===== config.mk =====
export PLATFORM = sky130hd
export DESIGN_NAME = alu_control_mdu
export DESIGN_NICKNAME = d
export VERILOG_FILES = /design/src/rtl/alu_pkg.sv /design/src/rtl/mdu_core.sv /design/src/rtl/alu_control_mdu.sv
export SDC_FILE = /design/constraint.sdc
export NUM_CORES = 1
export LEC_CHECK = 0
export CORE_AREA = 2 2 168 170
export CTS_CLUSTER_DIAMETER = 80
export DETAILED_ROUTE_END_ITERATION = 16
export DIE_AREA = 0 0 170 172
export GPL_TIMING_DRIVEN = 0
export PLACE_DENSITY = 0.76
export SYNTH_ARGS = -nofsm -noshare
export SYNTH_HDL_FRONTEND = slang
export SYNTH_SLANG_ARGS = --single-unit

===== constraint.sdc =====
create_clock -name i_clk -period 17.6 [get_ports i_clk]
set_input_delay 3.52 -clock i_clk [delete_from_list [all_inputs] [get_ports i_clk]]
set_output_delay 3.52 -clock i_clk [all_outputs]
set_load 0.005 [all_outputs]

===== src/rtl/alu_pkg.sv =====
// Shared encodings for the Small-MIPS ALU control and its multiply/divide unit.
package alu_pkg;

  // aluOp field from the main decoder
  localparam logic [1:0] ALUOP_ADD   = 2'b00;
  localparam logic [1:0] ALUOP_SUB   = 2'b01;
  localparam logic [1:0] ALUOP_RTYPE = 2'b10;
  localparam logic [1:0] ALUOP_OR    = 2'b11;

  // R-type function codes
  localparam logic [5:0] FUNC_ADD   = 6'b100000;
  localparam logic [5:0] FUNC_SUB   = 6'b100010;
  localparam logic [5:0] FUNC_AND   = 6'b100100;
  localparam logic [5:0] FUNC_OR    = 6'b100101;
  localparam logic [5:0] FUNC_SLT   = 6'b101010;
  localparam logic [5:0] FUNC_NOR   = 6'b100111;
  localparam logic [5:0] FUNC_MULT  = 6'b011000;
  localparam logic [5:0] FUNC_MULTU = 6'b011001;
  localparam logic [5:0] FUNC_DIV   = 6'b011010;
  localparam logic [5:0] FUNC_DIVU  = 6'b011011;
  localparam logic [5:0] FUNC_MFHI  = 6'b010000;
  localparam logic [5:0] FUNC_MFLO  = 6'b010010;

  // ALU control codes
  localparam logic [3:0] CTRL_AND = 4'b0000;
  localparam logic [3:0] CTRL_OR  = 4'b0001;
  localparam logic [3:0] CTRL_ADD = 4'b0010;
  localparam logic [3:0] CTRL_SUB = 4'b0110;
  localparam logic [3:0] CTRL_SLT = 4'b0111;
  localparam logic [3:0] CTRL_NOR = 4'b1100;
  localparam logic [3:0] CTRL_NOP = 4'b1111;

  // HI/LO read select
  localparam logic [1:0] MDREAD_NONE = 2'b00;
  localparam logic [1:0] MDREAD_HI   = 2'b01;
  localparam logic [1:0] MDREAD_LO   = 2'b10;

  typedef enum logic [1:0] {StIdle, StRun, StFix} mdu_state_e;

  // Matches func[1:0] of the four MDU function codes
  typedef enum logic [1:0] {MdMult, MdMultu, MdDiv, MdDivu} mdu_op_e;

  function automatic logic is_mdu_func(input logic [5:0] func);
    return (func == FUNC_MULT) || (func == FUNC_MULTU) ||
           (func == FUNC_DIV)  || (func == FUNC_DIVU);
  endfunction

endpackage


===== src/rtl/mdu_core.sv =====
// Iterative multiply/divide datapath: one shift-add or restoring-subtract step per cycle,
// followed by a sign-fix cycle that writes the architectural HI/LO registers.
module mdu_core
  import alu_pkg::*;
#(
  parameter int unsigned WIDTH = 32,
  parameter int unsigned CNT_W = $clog2(WIDTH + 1)
) (
  input  logic             clk_i,
  input  logic             rst_i,
  input  logic             start_i,
  input  mdu_op_e          op_i,
  input  logic [WIDTH-1:0] src_a_i,
  input  logic [WIDTH-1:0] src_b_i,
  output logic             busy_o,
  output logic             done_o,
  output logic             div_by_zero_o,
  output logic [WIDTH-1:0] hi_o,
  output logic [WIDTH-1:0] lo_o
);

  localparam logic [CNT_W-1:0] LastCnt = CNT_W'(WIDTH - 1);

  mdu_state_e       state_q;
  logic [CNT_W-1:0] cnt_q;
  logic             is_div_q;
  logic             neg_q;
  logic             rem_neg_q;
  logic             zero_div_q;
  logic [WIDTH-1:0] b_q;
  logic [WIDTH-1:0] acc_hi_q;
  logic [WIDTH-1:0] acc_lo_q;
  logic [WIDTH-1:0] hi_q;
  logic [WIDTH-1:0] lo_q;
  logic             done_q;
  logic             dbz_q;

  // Operand conditioning at accept
  logic             signed_op;
  logic             div_op;
  logic             sign_a;
  logic             sign_b;
  logic [WIDTH-1:0] mag_a;
  logic [WIDTH-1:0] mag_b;

  always_comb begin
    signed_op = (op_i == MdMult) || (op_i == MdDiv);
    div_op    = (op_i == MdDiv) || (op_i == MdDivu);
    sign_a    = signed_op & src_a_i[WIDTH-1];
    sign_b    = signed_op & src_b_i[WIDTH-1];
    mag_a     = sign_a ? -src_a_i : src_a_i;
    mag_b     = sign_b ? -src_b_i : src_b_i;
  end

  // One iteration step
  logic [WIDTH:0]   mul_sum;
  logic [WIDTH:0]   rem_sh;
  logic [WIDTH+1:0] div_diff;
  logic             div_ge;
  logic [WIDTH-1:0] step_hi;
  logic [WIDTH-1:0] step_lo;

  always_comb begin
    mul_sum  = acc_lo_q[0] ? ({1'b0, acc_hi_q} + {1'b0, b_q}) : {1'b0, acc_hi_q};
    rem_sh   = {acc_hi_q, acc_lo_q[WIDTH-1]};
    div_diff = {1'b0, rem_sh} - {2'b00, b_q};
    div_ge   = ~div_diff[WIDTH+1];
    if (is_div_q) begin
      step_hi = div_ge ? div_diff[WIDTH-1:0] : rem_sh[WIDTH-1:0];
      step_lo = {acc_lo_q[WIDTH-2:0], div_ge};
    end else begin
      step_hi = mul_sum[WIDTH:1];
      step_lo = {mul_sum[0], acc_lo_q[WIDTH-1:1]};
    end
  end

  // Sign correction of the finished magnitude result
  logic [2*WIDTH-1:0] prod;
  logic [2*WIDTH-1:0] prod_fix;
  logic [WIDTH-1:0]   fix_hi;
  logic [WIDTH-1:0]   fix_lo;

  always_comb begin
    prod     = {acc_hi_q, acc_lo_q};
    prod_fix = neg_q ? -prod : prod;
    if (is_div_q) begin
      // Remainder of a zero divide is the dividend itself, so only LO needs overriding
      fix_hi = rem_neg_q ? -acc_hi_q : acc_hi_q;
      fix_lo = zero_div_q ? '1 : (neg_q ? -acc_lo_q : acc_lo_q);
    end else begin
      fix_hi = prod_fix[2*WIDTH-1:WIDTH];
      fix_lo = prod_fix[WIDTH-1:0];
    end
  end

  always_ff @(posedge clk_i or posedge rst_i) begin
    if (rst_i) begin
      state_q    <= StIdle;
      cnt_q      <= '0;
      is_div_q   <= 1'b0;
      neg_q      <= 1'b0;
      rem_neg_q  <= 1'b0;
      zero_div_q <= 1'b0;
      b_q        <= '0;
      acc_hi_q   <= '0;
      acc_lo_q   <= '0;
      hi_q       <= '0;
      lo_q       <= '0;
      done_q     <= 1'b0;
      dbz_q      <= 1'b0;
    end else begin
      done_q <= 1'b0;
      case (state_q)
        StIdle: begin
          if (start_i) begin
            state_q    <= StRun;
            cnt_q      <= '0;
            dbz_q      <= 1'b0;
            is_div_q   <= div_op;
            neg_q      <= sign_a ^ sign_b;
            rem_neg_q  <= sign_a;
            zero_div_q <= div_op & (src_b_i == '0);
            acc_hi_q   <= '0;
            if (div_op) begin
              b_q      <= mag_b;
              acc_lo_q <= mag_a;
            end else begin
              b_q      <= mag_a;
              acc_lo_q <= mag_b;
            end
          end
        end
        StRun: begin
          cnt_q    <= cnt_q + CNT_W'(1);
          acc_hi_q <= step_hi;
          acc_lo_q <= step_lo;
          if (cnt_q == LastCnt) state_q <= StFix;
        end
        StFix: begin
          hi_q    <= fix_hi;
          lo_q    <= fix_lo;
          done_q  <= 1'b1;
          dbz_q   <= zero_div_q;
          state_q <= StIdle;
        end
        default: state_q <= StIdle;
      endcase
    end
  end

  assign busy_o        = (state_q != StIdle);
  assign done_o        = done_q;
  assign div_by_zero_o = dbz_q;
  assign hi_o          = hi_q;
  assign lo_o          = lo_q;

endmodule


===== src/rtl/alu_control_mdu.sv =====
// ALU control decode for Small-MIPS plus issue/stall handshake to the multiply/divide unit.
module alu_control_mdu
  import alu_pkg::*;
#(
  parameter int unsigned WIDTH = 32,
  parameter int unsigned CNT_W = $clog2(WIDTH + 1)
) (
  input  logic             i_clk,
  input  logic             i_rst,
  input  logic [1:0]       i_aluOp,
  input  logic [5:0]       i_func,
  input  logic             i_valid,
  input  logic [WIDTH-1:0] i_srcA,
  input  logic [WIDTH-1:0] i_srcB,
  output logic [3:0]       o_aluControl,
  output logic             o_illegal,
  output logic [1:0]       o_mdRead,
  output logic             o_stall,
  output logic             o_busy,
  output logic             o_done,
  output logic             o_divByZero,
  output logic [WIDTH-1:0] o_hi,
  output logic [WIDTH-1:0] o_lo
);

  logic is_mdu;
  logic is_mf;
  logic busy;
  logic start;

  always_comb begin
    o_aluControl = CTRL_NOP;
    o_illegal    = 1'b0;
    o_mdRead     = MDREAD_NONE;
    is_mdu       = 1'b0;
    is_mf        = 1'b0;
    unique case (i_aluOp)
      ALUOP_ADD: o_aluControl = CTRL_ADD;
      ALUOP_SUB: o_aluControl = CTRL_SUB;
      ALUOP_OR:  o_aluControl = CTRL_OR;
      ALUOP_RTYPE: begin
        case (i_func)
          FUNC_ADD: o_aluControl = CTRL_ADD;
          FUNC_SUB: o_aluControl = CTRL_SUB;
          FUNC_AND: o_aluControl = CTRL_AND;
          FUNC_OR:  o_aluControl = CTRL_OR;
          FUNC_SLT: o_aluControl = CTRL_SLT;
          FUNC_NOR: o_aluControl = CTRL_NOR;
          FUNC_MULT, FUNC_MULTU, FUNC_DIV, FUNC_DIVU: is_mdu = 1'b1;
          FUNC_MFHI: begin
            is_mf    = 1'b1;
            o_mdRead = MDREAD_HI;
          end
          FUNC_MFLO: begin
            is_mf    = 1'b1;
            o_mdRead = MDREAD_LO;
          end
          default: o_illegal = 1'b1;
        endcase
      end
      default: o_aluControl = CTRL_NOP;
    endcase
  end

  // Only instructions that touch HI/LO wait for the unit; everything else flows past it
  assign o_stall = i_valid & busy & (is_mdu | is_mf);
  assign start   = i_valid & is_mdu & ~busy;
  assign o_busy  = busy;

  mdu_core #(
    .WIDTH(WIDTH),
    .CNT_W(CNT_W)
  ) u_mdu_core (
    .clk_i        (i_clk),
    .rst_i        (i_rst),
    .start_i      (start),
    .op_i         (mdu_op_e'(i_func[1:0])),
    .src_a_i      (i_srcA),
    .src_b_i      (i_srcB),
    .busy_o       (busy),
    .done_o       (o_done),
    .div_by_zero_o(o_divByZero),
    .hi_o         (o_hi),
    .lo_o         (o_lo)
  );

endmodule


==> impl_results.md, run 1 <==
- Setup slack, reg-to-reg: 12980 ps
- Detailed-route DRC error count: 0
- Clk buf depth: 2
- Top-count cell post-synth: nand2_1
- WS Path Type: in -> out
- Clock tree from TritonCTS: done
- Min-delay worst type: reg -> reg
- Hold Path Origin: u_mdu_core.hi_o[23]
- Final setup viols: 0
- Yosys top cell by area: dfrtp_1
- Clk pin slew, worst setup/hold paths: 70 ps
- Crit Path Max Fanout: 10
- Fmax: roughly 110 MHz
- Reg2Reg Depth: 11
- CP endpoint kind: output pin
- Vias in the first global route: ~14000
- Vias/cell: 6.488
- DRT Wirelength: 56650 um
- FF-to-FF End: u_mdu_core.acc_hi_q[20]
- Root Buffer: clkbuf_16
- Hold Path End: u_mdu_core.hi_o[23]
- Final Hold Vio Count: 0
- Avg Cell Area, Syn: 7.732 um2
- Setup repair bufs after CTS: 0
- DRT Pass-1 Iters: 7
- Number of DRC markers in iteration 0: 1899
- Post-Route Setup TNS: 0 ps
- Seq/Total Area, Yosys: 0.2939
- Max-Cap Viols: 0
- VDD IR-drop max: 90.10 uV
- Vias: between 15000 and 20000
- Post-synth top flop: dfrtp_1
- CP startpoint kind: input pin
- Fin cells: 2443
- Layout cell share with drive strength beyond 1: 0.02766
- CTS Sinks: ~170
- # IOs: 150
- Final Power: between 2000 and 3000 uW
- Wire length per cell: around 23 um
- Cells after synthesis: 1916
- Worst EP required: between 10000 and 15000 ps
- Hold Crit Depth: 2
- RR Startpoint: u_mdu_core.acc_hi_q[3]
- # placed instances: 2411
- Pwr Density: 145.3 nW/um2
- FFs w/ async S/R, synth: 1.000
- Clk_skew: ~15 ps
- Max Slew Vio Count: 0
- Outcome: finished, final reports clean
- Pin count of the biggest net entering global routing: 126
- Synthesized area: 14810 um2
- Final worst-path cycle share: 0.5250
- Post-layout min period: 9239 ps
- Area of the die: 29240 um2
- WP data arrival: 5720 ps
- Row Count: approximately 60
- Port bufs: 148
- Hold buffer count at CTS: 0
- #FFs+latches synth: 174
- RSZ-0062 raised after global routing: no
- Final antenna diode count: 0
- Slew HR: 0.2851
- Die height: 172 um
- Count of cell types in the netlist: a little over 70
- Total Routing Usage GR: 0.3851
- Initial Util: 0.5392
- Util after Layout: 0.6327
- Routed Antenna Nets: 0
- LEAKAGE: 0.006931 uW
- GRT overflow: 0
- First-pass GRT wire length: 85300 um
- Synth top area share: 0.2939
- Post-synth EDFFs: 0
- Htree depth: 4
- Antenna violations before repair: 0
- DP HPWL: 44090 um
- Post_cts resized: 0
- Commonest cells in the netlist: 202 x nand2_1, 189 x o21ai_0, 183 x a21oi_1
- Total number of yosys warnings: 0
- Core region area: 27480 um2
- Layout area overhead: 17.34%
- CTS buffer count: 17
- Synth Net Count: 2062
- GP Congestion: 1.051
- Worst-Margin Slew: 1057 ps
- Skew-Pair Late Insertion Delay: 460 ps
- Die extent in x: roughly 170 um
- Final nets: ~2200
- Largest cells by area after synthesis: dfrtp_1 29%, o21ai_0 6.4%, a21oi_1 6.2%
[cell type report]
type,count,area (um2)
timing repair buffer,149,1509
multi-input combinational,1547,9732
inverter,68,262.8
fill,2545,10090
tap,346,432.9
buffer,127,478.0
clock buffer,17,425.4
clock inverter,15,188.9
sequential,174,4354
[worst max-delay path by stage]
stage | start | end | slack [ps] | cells past startpoint
after global placement | i_rst | u_mdu_core.acc_hi_q[31] | 6890 | 2
after global routing | i_func[0] | o_illegal | 8260 | 6
final | i_func[0] | o_illegal | 8360 | 6
after detailed placement | i_func[0] | o_illegal | 8420 | 6
after CTS | i_func[0] | o_illegal | 8400 | 6
after floorplan | i_rst | u_mdu_core.acc_hi_q[0] | 9360 | 1
[layer usage]
| layer | wire (um) | share of wire | GRT usage |
|---|---|---|---|
| met1 | 23820 | 0.42 | 0.5456 |
| met2 | 24000 | 0.42 | 0.5727 |
| met3 | 7104 | 0.13 | 0.1023 |
| met4 | 1731 | 0.031 | 0.1223 |
| met5 | 0 | 0 | 0 |
[worst max-delay path: stages]
cell and delay, ps:
clkdlybuf4s50_1 500, clkbuf_1 440, inv_1 190, a22o_1 240
a221oi_1 260, clkdlybuf4s50_1 580
[power breakdown]
part	total [uW]	internal [uW]	switching [uW]
registers	711	517	194
logic	1410	572	836
clock network	406	206	200
[placed cells by master, fill, tap and decap left out, types with 14 or more instances in the layout]
cell type,instances
nand2_1,202
o21ai_0,189
a21oi_1,183
dfrtp_1,174
nor2_1,166
clkdlybuf4s50_1,148
clkbuf_1,113
xnor2_1,84
xor2_1,79
ha_1,69
inv_1,65
a211oi_1,56
nor3_1,47
nand3_1,45
mux2i_1,43
o31ai_1,36
o211ai_1,34
a21o_1,26
a31oi_1,25
nand2b_1,25
nor2b_1,23
clkbuf_16,17
or3_1,15
nand4_1,14
or4_1,14
[flip-flops by register name (all words and copies together) (netlist names), 2 cells and up]
signal and cells:
u_mdu_core.acc_hi_q 32, u_mdu_core.acc_lo_q 32, u_mdu_core.b_q 32, u_mdu_core.cnt_q 6, u_mdu_core.hi_o 32, u_mdu_core.lo_o 32
u_mdu_core.state_q 2
[cells by family (layout without fill, tap and decap cells)]
family,Yosys count,in the layout,share of synthesized area
mux,46,46,0.03133
simple gates,612,612,0.1938
buf+inv,195,376,0.04949
fa+ha+maj,71,71,0.06098
compound gates,655,655,0.2741
xor+xnor,163,163,0.09637
flops,174,174,0.2939
[per-stage QoR]
| stage | hold WS (ps) | area, um2 | setup WS, ps |
|---|---|---|---|
| CTS | 484.6 | 17380 | 8402 |
| floorplan | 449.7 | 14810 | 9363 |
| global route | 510.3 | 17380 | 8262 |
| finish | 480.5 | 17380 | 8361 |
| global placement | 463.3 | 16730 | 6888 |
| detailed placement | 469.2 | 16770 | 8423 |
(Power assumes the default switching activity.)
==> inputs of run 2 (changes only) <==
==> constraint.sdc (replaced) <==
create_clock -name i_clk -period 9.45 [get_ports i_clk]
set_input_delay 1.89 -clock i_clk [delete_from_list [all_inputs] [get_ports i_clk]]
set_output_delay 1.89 -clock i_clk [all_outputs]
set_load 0.005 [all_outputs]
==> results of run 2 <==
The final DEF is identical to that of run 1. Status: finished, final reports clean.
Among the figures that moved: setup slack after placement 8423 ps -> 3533 ps; setup slack after layout 8361 ps -> 3471 ps; register-to-register setup slack 12980 ps -> 4830 ps; total power 2525 uW -> 4703 uW; worst IR drop on VDD 90.10 uV -> 167.8 uV
==> inputs of run 3 (changes only) <==
--- a/config.mk
+++ b/config.mk
@@ -5,12 +5,12 @@
 export SDC_FILE = /design/constraint.sdc
 export NUM_CORES = 1
 export LEC_CHECK = 0
-export CORE_AREA = 2 2 168 170
+export CORE_AREA = 2 2 171 173
 export CTS_CLUSTER_DIAMETER = 80
 export DETAILED_ROUTE_END_ITERATION = 16
-export DIE_AREA = 0 0 170 172
+export DIE_AREA = 0 0 173 175
 export GPL_TIMING_DRIVEN = 0
-export PLACE_DENSITY = 0.76
+export PLACE_DENSITY = 0.77
 export SYNTH_ARGS = -nofsm -noshare
 export SYNTH_HDL_FRONTEND = slang
 export SYNTH_SLANG_ARGS = --single-unit
==> constraint.sdc (replaced) <==
create_clock -name i_clk -period 5.3 [get_ports i_clk]
set_input_delay 1.06 -clock i_clk [delete_from_list [all_inputs] [get_ports i_clk]]
set_output_delay 1.06 -clock i_clk [all_outputs]
set_load 0.005 [all_outputs]
==> impl_results.md, run 3 (synthesis results as in run 1) <==
- Final worst-path cycle share: 0.9174
- Min-delay worst type: reg -> reg
- Routed Antenna Nets: 0 (unchanged)
- CP Cell Sequence: clkdlybuf4s50_1 > nor3b_1 > and3b_1 > nand2_1 > nor3_1 > clkbuf_1 > clkbuf_1 > o211ai_1 > o21ai_0
- # placed instances: 2452 (+1.7%)
- Slew HR: -0.004962 (-0.2901)
- Clk buf depth: 2 (unchanged)
- Worst setup margin: about 440 ps
- WP data arrival: 5230 ps
- Filler cells: 2641 (+3.8%)
- Cell mode on critical path: clkbuf_1
- Outcome: finished with violations
- Vias/cell: 6.442 (-0.71%)
- Root Buffer: clkbuf_16
- Vias in the first global route: 14946 (+4.8%)
- Detailed-route DRC error count: 0 (unchanged)
- Pin count of the biggest net entering global routing: 44 (-65%)
- Hold Crit Depth: 2 (unchanged)
- Clock tree from TritonCTS: done
- Skew-Pair Late Insertion Delay: 460 ps (about the same)
- # IOs: 150 (unchanged)
- RR Startpoint: u_mdu_core.acc_hi_q[3]
- Clock group share of total power: 0.165 (+0.004)
- GP Congestion: 0.9975 (-5.1%)
- Hold buffer count at CTS: 0 (unchanged)
- Max stage delay cell, worst path: nor3_1
- Initial Util: 0.5218 (-0.01739)
- Worst Hold Slack: 483.6 ps (+3.097 ps)
- Fmax: 205.7 MHz
- Post-Route Setup TNS: 0 ps (unchanged)
- Worst EP required: 5660 ps
- Port bufs: 148 (unchanged)
- VDD IR-drop max: between 200 and 300 uV
- P_sw: approximately 4100 uW
- Post-layout min period: roughly 4900 ps
- Final antenna diode count: 0 (unchanged)
- Most frequent cells in the layout: 202 x nand2_1, 189 x o21ai_0, 183 x a21oi_1
- Wire length per cell: 23.49 um (+1.3%)
- Setup slack, reg-to-reg: 750 ps
- CP endpoint kind: flop
- Layout area overhead: 18.24%
- Reg2Reg Depth: 10 (-1)
- Delay-heaviest family, CP: simple AND/OR/NAND/NOR gates
- Failing checks: max-capacitance violations, max-slew violations
- DP Worst Slack: just over 200 ps
- DP HPWL: 45930 um (+4.2%)
- Vias: 16001 (+0.96%)
- Post_cts resized: 0 (unchanged)
- Leading cell type in the layout, fill and taps excluded: nand2_1
- CTS buffer count: 17 (unchanged)
- Max-Cap Viols: 1 (+1)
- Final setup viols: 0 (unchanged)
- Crit Path Max Fanout: 10 (unchanged)
- Hold Path End: u_mdu_core.hi_o[27]
- RSZ-0062 raised after global routing: no
- WS Path Type: in -> reg
- Pwr Density: 479.7 nW/um2
- CP bufs+invs: 3 (-1)
- Clk_skew: 19.29 ps (+4.649 ps)
- GRT overflow: 0 (unchanged)
- Layout cell share with drive strength beyond 1: 0.02857 (+0.0009129)
- First-pass GRT wire length: 88930 um (+4.3%)
- Sw frac: 0.4901
- Hold Path Origin: u_mdu_core.hi_o[27]
- Core region area: 28390 um2 (+3.3%)
- Die height: 175 um (+1.7%)
- DRT Pass-1 Iters: 10 (+3)
- Final nets: 2233 (+0.13%)
- LEAKAGE: 0.006963 uW (+0.46%)
- Clk pin slew, worst setup/hold paths: 80 ps (about the same)
- Worst-Margin Slew: 1496 ps (+438.5 ps)
- DRT Wirelength: 58360 um (+3.0%)
- Htree depth: 4 (unchanged)
- Max Slew Vio Count: 1 (+1)
- Total Routing Usage GR: 0.3798 (-0.005284)
- Critical path's largest stage delay: 1160 ps (+580 ps)
- Internal power: 4285 uW
- Final Hold Vio Count: 0 (unchanged)
- CP startpoint kind: input pin
- Number of DRC markers in iteration 0: 2013 (+6.0%)
- CTS Sinks: 174 (unchanged)
- Antenna violations before repair: 0 (unchanged)
- Die extent in x: 173 um (+1.8%)
- Logic pwr share: 0.556 (-0.002)
- Setup repair bufs after CTS: 0 (unchanged)
- Fin cells: 2484 (+1.7%)
- Row Count: 62 (+1.6%)
- FF-to-FF End: u_mdu_core.acc_hi_q[10]
- Sequential share of power: 0.279 (-0.003)
- Area of the die: 30280 um2 (+3.5%)
==> run 3: cell count changes in the layout (fill, tap and decap cells not counted), sizes merged <==
cell / change
clkinv: +4
buf: +3
inv: -3
bufinv: -1
==> run 3: power by group through the flow <==
stage               logic (uW)  clock network, uW  registers (uW)
floorplan                 3080                  0            2110
detailed placement        4530                  0            2330
global route              5100               1420            2380
finish                    4670               1380            2350
CTS                       4560               1380            2310
global placement          4470                  0            2320
==> run 3: how the worst max path moves through the flow <==
stage                                   end  slack [ps]       start  cells after the start
global route             u_mdu_core.b_q[17]         380   i_func[2]                      9
floorplan           u_mdu_core.acc_lo_q[29]        1950  i_srcA[11]                      9
global placement         u_mdu_core.b_q[17]         210   i_func[2]                      9
CTS                      u_mdu_core.b_q[17]         670   i_func[2]                      9
detailed placement       u_mdu_core.b_q[17]         210   i_func[2]                      9
finish                   u_mdu_core.b_q[17]         440   i_func[2]                      9
==> run 3: metal layers <==
metal	up-vias	track usage	part of all wire
li1	7270	-	-
met2	917	0.5800	0.44
met3	120	0.07463	0.11
met1	7694	0.5454	0.43
met4	0	0.1109	0.030
met5	-	0	0
==> run 3: area by class of cell <==
type                    count  area, um2  area share
multi-input cells        1547       9727      0.5553
inverters                  68      259.0     0.01479
clock inverters            15      224.0     0.01279
clock buffers              17      425.4     0.02429
flip-flops and latches    174       4354      0.2486
well taps                 384      480.5     0.02743
repair buffers            152       1569     0.08957
plain buffers             127      478.0     0.02729
==> run 3: per-stage QoR <==
step	util	total power, uW	instance area [um2]
floorplan	-	5187	14820
global placement	0.5910	6785	16780
detailed placement	0.5941	6863	16870
CTS	0.6170	8245	17520
global route	0.6170	8911	17520
finish	0.6170	8403	17520
==> run 3: worst reg2reg max path: stages (launching register included) <==
cell	delay [ps]
dfrtp_1	520
ha_1	430
a21o_1	230
a31oi_1	350
a21oi_1	210
o31a_1	440
a211oi_1	410
clkbuf_1	590
clkbuf_1	690
o211ai_1	210
a32o_1	330
